`config.mk`:
```
export PLATFORM = sky130hd
export DESIGN_NAME = udm_bus_arb
export DESIGN_NICKNAME = d
export VERILOG_FILES = /design/src/rtl/udm_bus_arb.sv
export SDC_FILE = /design/constraint.sdc
export NUM_CORES = 1
export LEC_CHECK = 0
export ABC_AREA = 1
export CORE_AREA = 2 2 123 125
export DETAILED_ROUTE_END_ITERATION = 7
export DIE_AREA = 0 0 125 127
export PLACE_DENSITY_LB_ADDON = 0.25
export SLEW_MARGIN = 20
export SYNTH_ARGS = -nofsm -noshare
export SYNTH_HDL_FRONTEND = slang
export SYNTH_SLANG_ARGS = --single-unit
```
`constraint.sdc`:
```
create_clock -name clk_i -period 3.95 [get_ports clk_i]
set_clock_uncertainty 0.15 [all_clocks]
set_input_delay 0.79 -clock clk_i [delete_from_list [all_inputs] [get_ports clk_i]]
set_output_delay 0.79 -clock clk_i [all_outputs]
set_load 0.02 [all_outputs]
```
`src/rtl/udm_bus_arb.sv`:
```
// Two-master round-robin arbiter for the request/ack/resp bus. The grant is held
// while a read is outstanding, and a response timeout returns a synthetic error.
module udm_bus_arb #(
  parameter int unsigned       ADDR_W       = 32,
  parameter int unsigned       DATA_W       = 32,
  parameter int unsigned       RESP_TIMEOUT = 1024,
  parameter logic [DATA_W-1:0] ERR_RDATA    = 32'hDEADBEEF
) (
  input  logic                clk_i,
  input  logic                rstn_i,
  input  logic                m0_req_i,
  input  logic                m0_we_i,
  input  logic [ADDR_W-1:0]   m0_addr_i,
  input  logic [DATA_W/8-1:0] m0_be_i,
  input  logic [DATA_W-1:0]   m0_wdata_i,
  output logic                m0_ack_o,
  output logic                m0_resp_o,
  output logic [DATA_W-1:0]   m0_rdata_o,
  input  logic                m1_req_i,
  input  logic                m1_we_i,
  input  logic [ADDR_W-1:0]   m1_addr_i,
  input  logic [DATA_W/8-1:0] m1_be_i,
  input  logic [DATA_W-1:0]   m1_wdata_i,
  output logic                m1_ack_o,
  output logic                m1_resp_o,
  output logic [DATA_W-1:0]   m1_rdata_o,
  output logic                s_req_o,
  output logic                s_we_o,
  output logic [ADDR_W-1:0]   s_addr_o,
  output logic [DATA_W/8-1:0] s_be_o,
  output logic [DATA_W-1:0]   s_wdata_o,
  input  logic                s_ack_i,
  input  logic                s_resp_i,
  input  logic [DATA_W-1:0]   s_rdata_i,
  output logic                timeout_o,
  output logic                stray_resp_o
);

  localparam int unsigned      BE_W     = DATA_W / 8;
  localparam int unsigned      TMO_W    = $clog2(RESP_TIMEOUT) + 1;
  localparam logic [TMO_W-1:0] TMO_LAST = TMO_W'(RESP_TIMEOUT - 1);

  typedef enum logic [1:0] {
    IDLE,
    GRANT,
    WAIT_RESP
  } state_e;

  state_e           state_q, state_d;
  logic             gnt_q, gnt_d;
  logic             last_q, last_d;
  logic [TMO_W-1:0] tmo_cnt_q, tmo_cnt_d;

  logic              gnt_req;
  logic              gnt_we;
  logic [ADDR_W-1:0] gnt_addr;
  logic [BE_W-1:0]   gnt_be;
  logic [DATA_W-1:0] gnt_wdata;
  logic              resp_c;
  logic [DATA_W-1:0] rdata_c;

  // Request fields of the currently granted master
  assign gnt_req   = gnt_q ? m1_req_i   : m0_req_i;
  assign gnt_we    = gnt_q ? m1_we_i    : m0_we_i;
  assign gnt_addr  = gnt_q ? m1_addr_i  : m0_addr_i;
  assign gnt_be    = gnt_q ? m1_be_i    : m0_be_i;
  assign gnt_wdata = gnt_q ? m1_wdata_i : m0_wdata_i;

  // last_q resets to m1 so that m0 wins the first tie
  always_ff @(posedge clk_i) begin
    if (!rstn_i) begin
      state_q   <= IDLE;
      gnt_q     <= 1'b0;
      last_q    <= 1'b1;
      tmo_cnt_q <= '0;
    end else begin
      state_q   <= state_d;
      gnt_q     <= gnt_d;
      last_q    <= last_d;
      tmo_cnt_q <= tmo_cnt_d;
    end
  end

  always_comb begin
    state_d      = state_q;
    gnt_d        = gnt_q;
    last_d       = last_q;
    tmo_cnt_d    = tmo_cnt_q;
    s_req_o      = 1'b0;
    s_we_o       = 1'b0;
    s_addr_o     = '0;
    s_be_o       = '0;
    s_wdata_o    = '0;
    m0_ack_o     = 1'b0;
    m1_ack_o     = 1'b0;
    resp_c       = 1'b0;
    rdata_c      = '0;
    timeout_o    = 1'b0;
    stray_resp_o = 1'b0;

    case (state_q)
      IDLE: begin
        stray_resp_o = s_resp_i;
        if (m0_req_i || m1_req_i) begin
          gnt_d   = (m0_req_i && m1_req_i) ? ~last_q : m1_req_i;
          state_d = GRANT;
        end
      end
      GRANT: begin
        stray_resp_o = s_resp_i;
        s_req_o      = gnt_req;
        s_we_o       = gnt_we;
        s_addr_o     = gnt_addr;
        s_be_o       = gnt_be;
        s_wdata_o    = gnt_wdata;
        m0_ack_o     = s_ack_i & ~gnt_q;
        m1_ack_o     = s_ack_i & gnt_q;
        if (s_ack_i) begin
          last_d = gnt_q;
          if (gnt_we) begin
            state_d = IDLE;
          end else begin
            tmo_cnt_d = '0;
            state_d   = WAIT_RESP;
          end
        end
      end
      WAIT_RESP: begin
        tmo_cnt_d = tmo_cnt_q + TMO_W'(1);
        // A real response beats a timeout landing in the same cycle
        if (s_resp_i) begin
          resp_c  = 1'b1;
          rdata_c = s_rdata_i;
          state_d = IDLE;
        end else if (tmo_cnt_q == TMO_LAST) begin
          resp_c    = 1'b1;
          rdata_c   = ERR_RDATA;
          timeout_o = 1'b1;
          state_d   = IDLE;
        end
      end
      default: state_d = IDLE;
    endcase

    m0_resp_o  = resp_c & ~gnt_q;
    m1_resp_o  = resp_c & gnt_q;
    m0_rdata_o = m0_resp_o ? rdata_c : '0;
    m1_rdata_o = m1_resp_o ? rdata_c : '0;
  end

endmodule

```
==> flow_metrics.env <==
export IMPL_synthToLayoutAreaGrowth_pct=151
export IMPL_p_per_area_mw_per_mm2=161
export IMPL_drv_cap=0
export IMPL_cts_resized=0
export IMPL_leakage_nw=2.24
export IMPL_worst_r2r_path_depth=9
export IMPL_rrSetupSlack_ns=2.02
export IMPL_setup_viol=0
export IMPL_cts_hold_fix_buffers=0
export IMPL_relSlewSlack_pct=72.8
export IMPL_synth_top_cell_area_share_pct=29.7
export IMPL_hpwl_microns=10800
export IMPL_numClockSinks=15
export IMPL_first_iter_violations=139
export IMPL_finalHoldViolations=0
export IMPL_worst_pin_slew_ns=0.407
export IMPL_rows=44
export IMPL_syn_inst=468
export IMPL_synthTopCellsByCount="nand2_1 (178), nor2_1 (106), a21oi_1 (83)"
export IMPL_die_w_microns=125
export IMPL_synth_nets=645
export IMPL_grt_overflow=0
export IMPL_ir_drop_uv=111
export IMPL_ys_types=21
export IMPL_post_cts_buffers=0
export IMPL_drcViolationCount=0
export IMPL_whs_endpoint="last_q"
export IMPL_port_buffers=315
export IMPL_rsz0062_at_grt="no"
export IMPL_yosysWarnings=0
export IMPL_worst_path_max_fanout=33
export IMPL_seq_area_sq_um=302
export IMPL_reg2reg_from="gnt_q"
export IMPL_status="completed"
export IMPL_dr_pass1_iters=4
export IMPL_first_global_vias=3772
export IMPL_dieHeight_microns=127
export IMPL_drive_gt1_share_pct=2.88
export IMPL_nFillCells=1570
export IMPL_cts_tree="yes"
export IMPL_worstHoldStart="last_q"
export IMPL_synth_area_leaders="nand2_1 (30%), a21oi_1 (18%), nor2_1 (18%)"
export IMPL_grt_max_degree=74
export IMPL_setup_tns_ns=0
export IMPL_slew_viol_final=0
export IMPL_required_ns=3.01
export IMPL_grt_usage_pct=15.5
export IMPL_ctsRootBufferMaster="clkbuf_16"
export IMPL_layout_nets=941
export IMPL_vias=3890
export IMPL_arrival_ns=2.75
export IMPL_synth_most_common_cell="nand2_1"
export IMPL_grt_pass1_wl_microns=20200
export IMPL_cts_buffers=3
export IMPL_ys_ff_latch=15
export IMPL_clock_path_buffers=2
export IMPL_syn_area_per_cell_sq_um=4.80
export IMPL_ys_seq_area_share_pct=13.4
export IMPL_num_io_pins=316
export IMPL_place_ws_ns=0.350
export IMPL_start_util_pct=15.6
export IMPL_cts_htree_levels=1
export IMPL_startpoint_type="register"
export IMPL_finalCriticalPeriod_ns=3.69
export IMPL_wirelength_microns=13200
export IMPL_crit_path_end_kind="primary output"
export IMPL_power_total_mw=0.910
export IMPL_dieArea_sq_mm=0.0159
export IMPL_holdPathStages=2
export IMPL_syn_cell_area_sq_mm=0.00225
export IMPL_r2r_end="tmo_cnt_q[3]"
export IMPL_clock_latency_ns=0.25
export IMPL_worst_slack_ns=0.260
export IMPL_gp_congestion=0.865
export IMPL_async_reset_ff_share_pct=0
export IMPL_antenna_found_initial=0
export IMPL_vias_per_cell=4.11
export IMPL_ant_nets=0
export IMPL_multi_input_area_sq_mm=0.00170
export IMPL_yosysTopAreaCell="nand2_1"
export IMPL_coreArea_sq_mm=0.0144
export IMPL_wl_per_cell_microns=14.0
export IMPL_clk_pin_slew_ns=0.05
export IMPL_worstSetupPathType="reg -> out"
export IMPL_synth_edff_count=0
export IMPL_ys_flop_type="dfxtp_1"
export IMPL_max_freq_mhz=271
export IMPL_fin_crit_sh_pct=93.4
export IMPL_diodes=0
export IMPL_hp_class="reg -> reg"
[cell usage in the layout (no fill, tap or decap), types with 2 or more instances in the layout]
cell             instances
o21ai_0                  7
inv_2                    4
nor2_1                 106
nand2_1                177
inv_1                   18
clkinv_1                 2
clkbuf_16                3
nand4_1                  2
a21oi_1                 83
clkdlybuf4s50_1        315
nand3_1                 12
buf_4                    3
nand2_2                  5
dfxtp_1                 14
nand3_4                  2
buf_12                   3
[area by class of cell]
type / count / share of cell area, %
inverters: 24 / 1.60
multi-input cells: 399 / 30.2
repair buffers: 321 / 57.4
well taps: 184 / 4.08
clock buffers: 4 / 1.40
flip-flops and latches: 15 / 5.35
[routing by layer]
layer  vias up  global-route usage (%)  share of wire, %  wire, microns
met2       209                    29.2                51           6780
met4         0                    2.09              0.98            130
li1       2060                       -                 -              -
met1      1608                    18.1                39           5220
met5         -                       0                 0              0
met3        13                    4.06               8.4           1110
[how the worst max path moves through the flow]
stage,startpoint,end,depth (start not counted)
finish,tmo_cnt_q[0],m1_rdata_o[28],8
global route,tmo_cnt_q[0],m0_rdata_o[26],8
CTS,tmo_cnt_q[0],m1_rdata_o[28],8
detailed placement,s_resp_i,m1_rdata_o[18],6
global placement,s_resp_i,m1_rdata_o[28],6
floorplan,tmo_cnt_q[0],m0_rdata_o[22],8
[registers in the layout, indices dropped and copies added, names as in the netlist]
signal	flops
last_q	1
state_q	2
tmo_cnt_q	11
gnt_q	1
[stage by stage]
stage | hold WS (ns) | area (sq um) | instances | util [%]
finish | 0.315 | 5640 | 947 | 39.1
global route | 0.364 | 5640 | 947 | 39.1
CTS | 0.322 | 5640 | 947 | 39.1
detailed placement | 0.311 | 5560 | 943 | 38.5
global placement | 0.307 | 5560 | 943 | 38.5
floorplan | 0.292 | 2250 | 468 | -
[worst max-delay path, cell delays in order (launching register included)]
cell             delay (ns)
dfxtp_1                0.43
ha_1                   0.28
nand3_1                0.16
nor3_4                 0.21
nand2_2                0.10
nand2_2                0.12
nand3_4                0.31
nor2_1                 0.24
clkdlybuf4s50_1        0.63
[power breakdown]
part	internal, mW	switching, mW	leakage (nW)
logic	0.300	0.254	2.08
clock network	0.137	0.0614	0.0382
registers	0.155	0.00336	0.122
[cell families after synthesis]
group                    after synthesis  synth area share, %
adder cells (fa/ha/maj)                1                0.557
flip-flops                            15                 13.4
AO/OA/AOI/OAI                         92                 20.7
buffers and inverters                 54                 11.1
AND/OR/NAND/NOR                      306                 54.3
No activity file was read; power rests on OpenSTA's default activity.
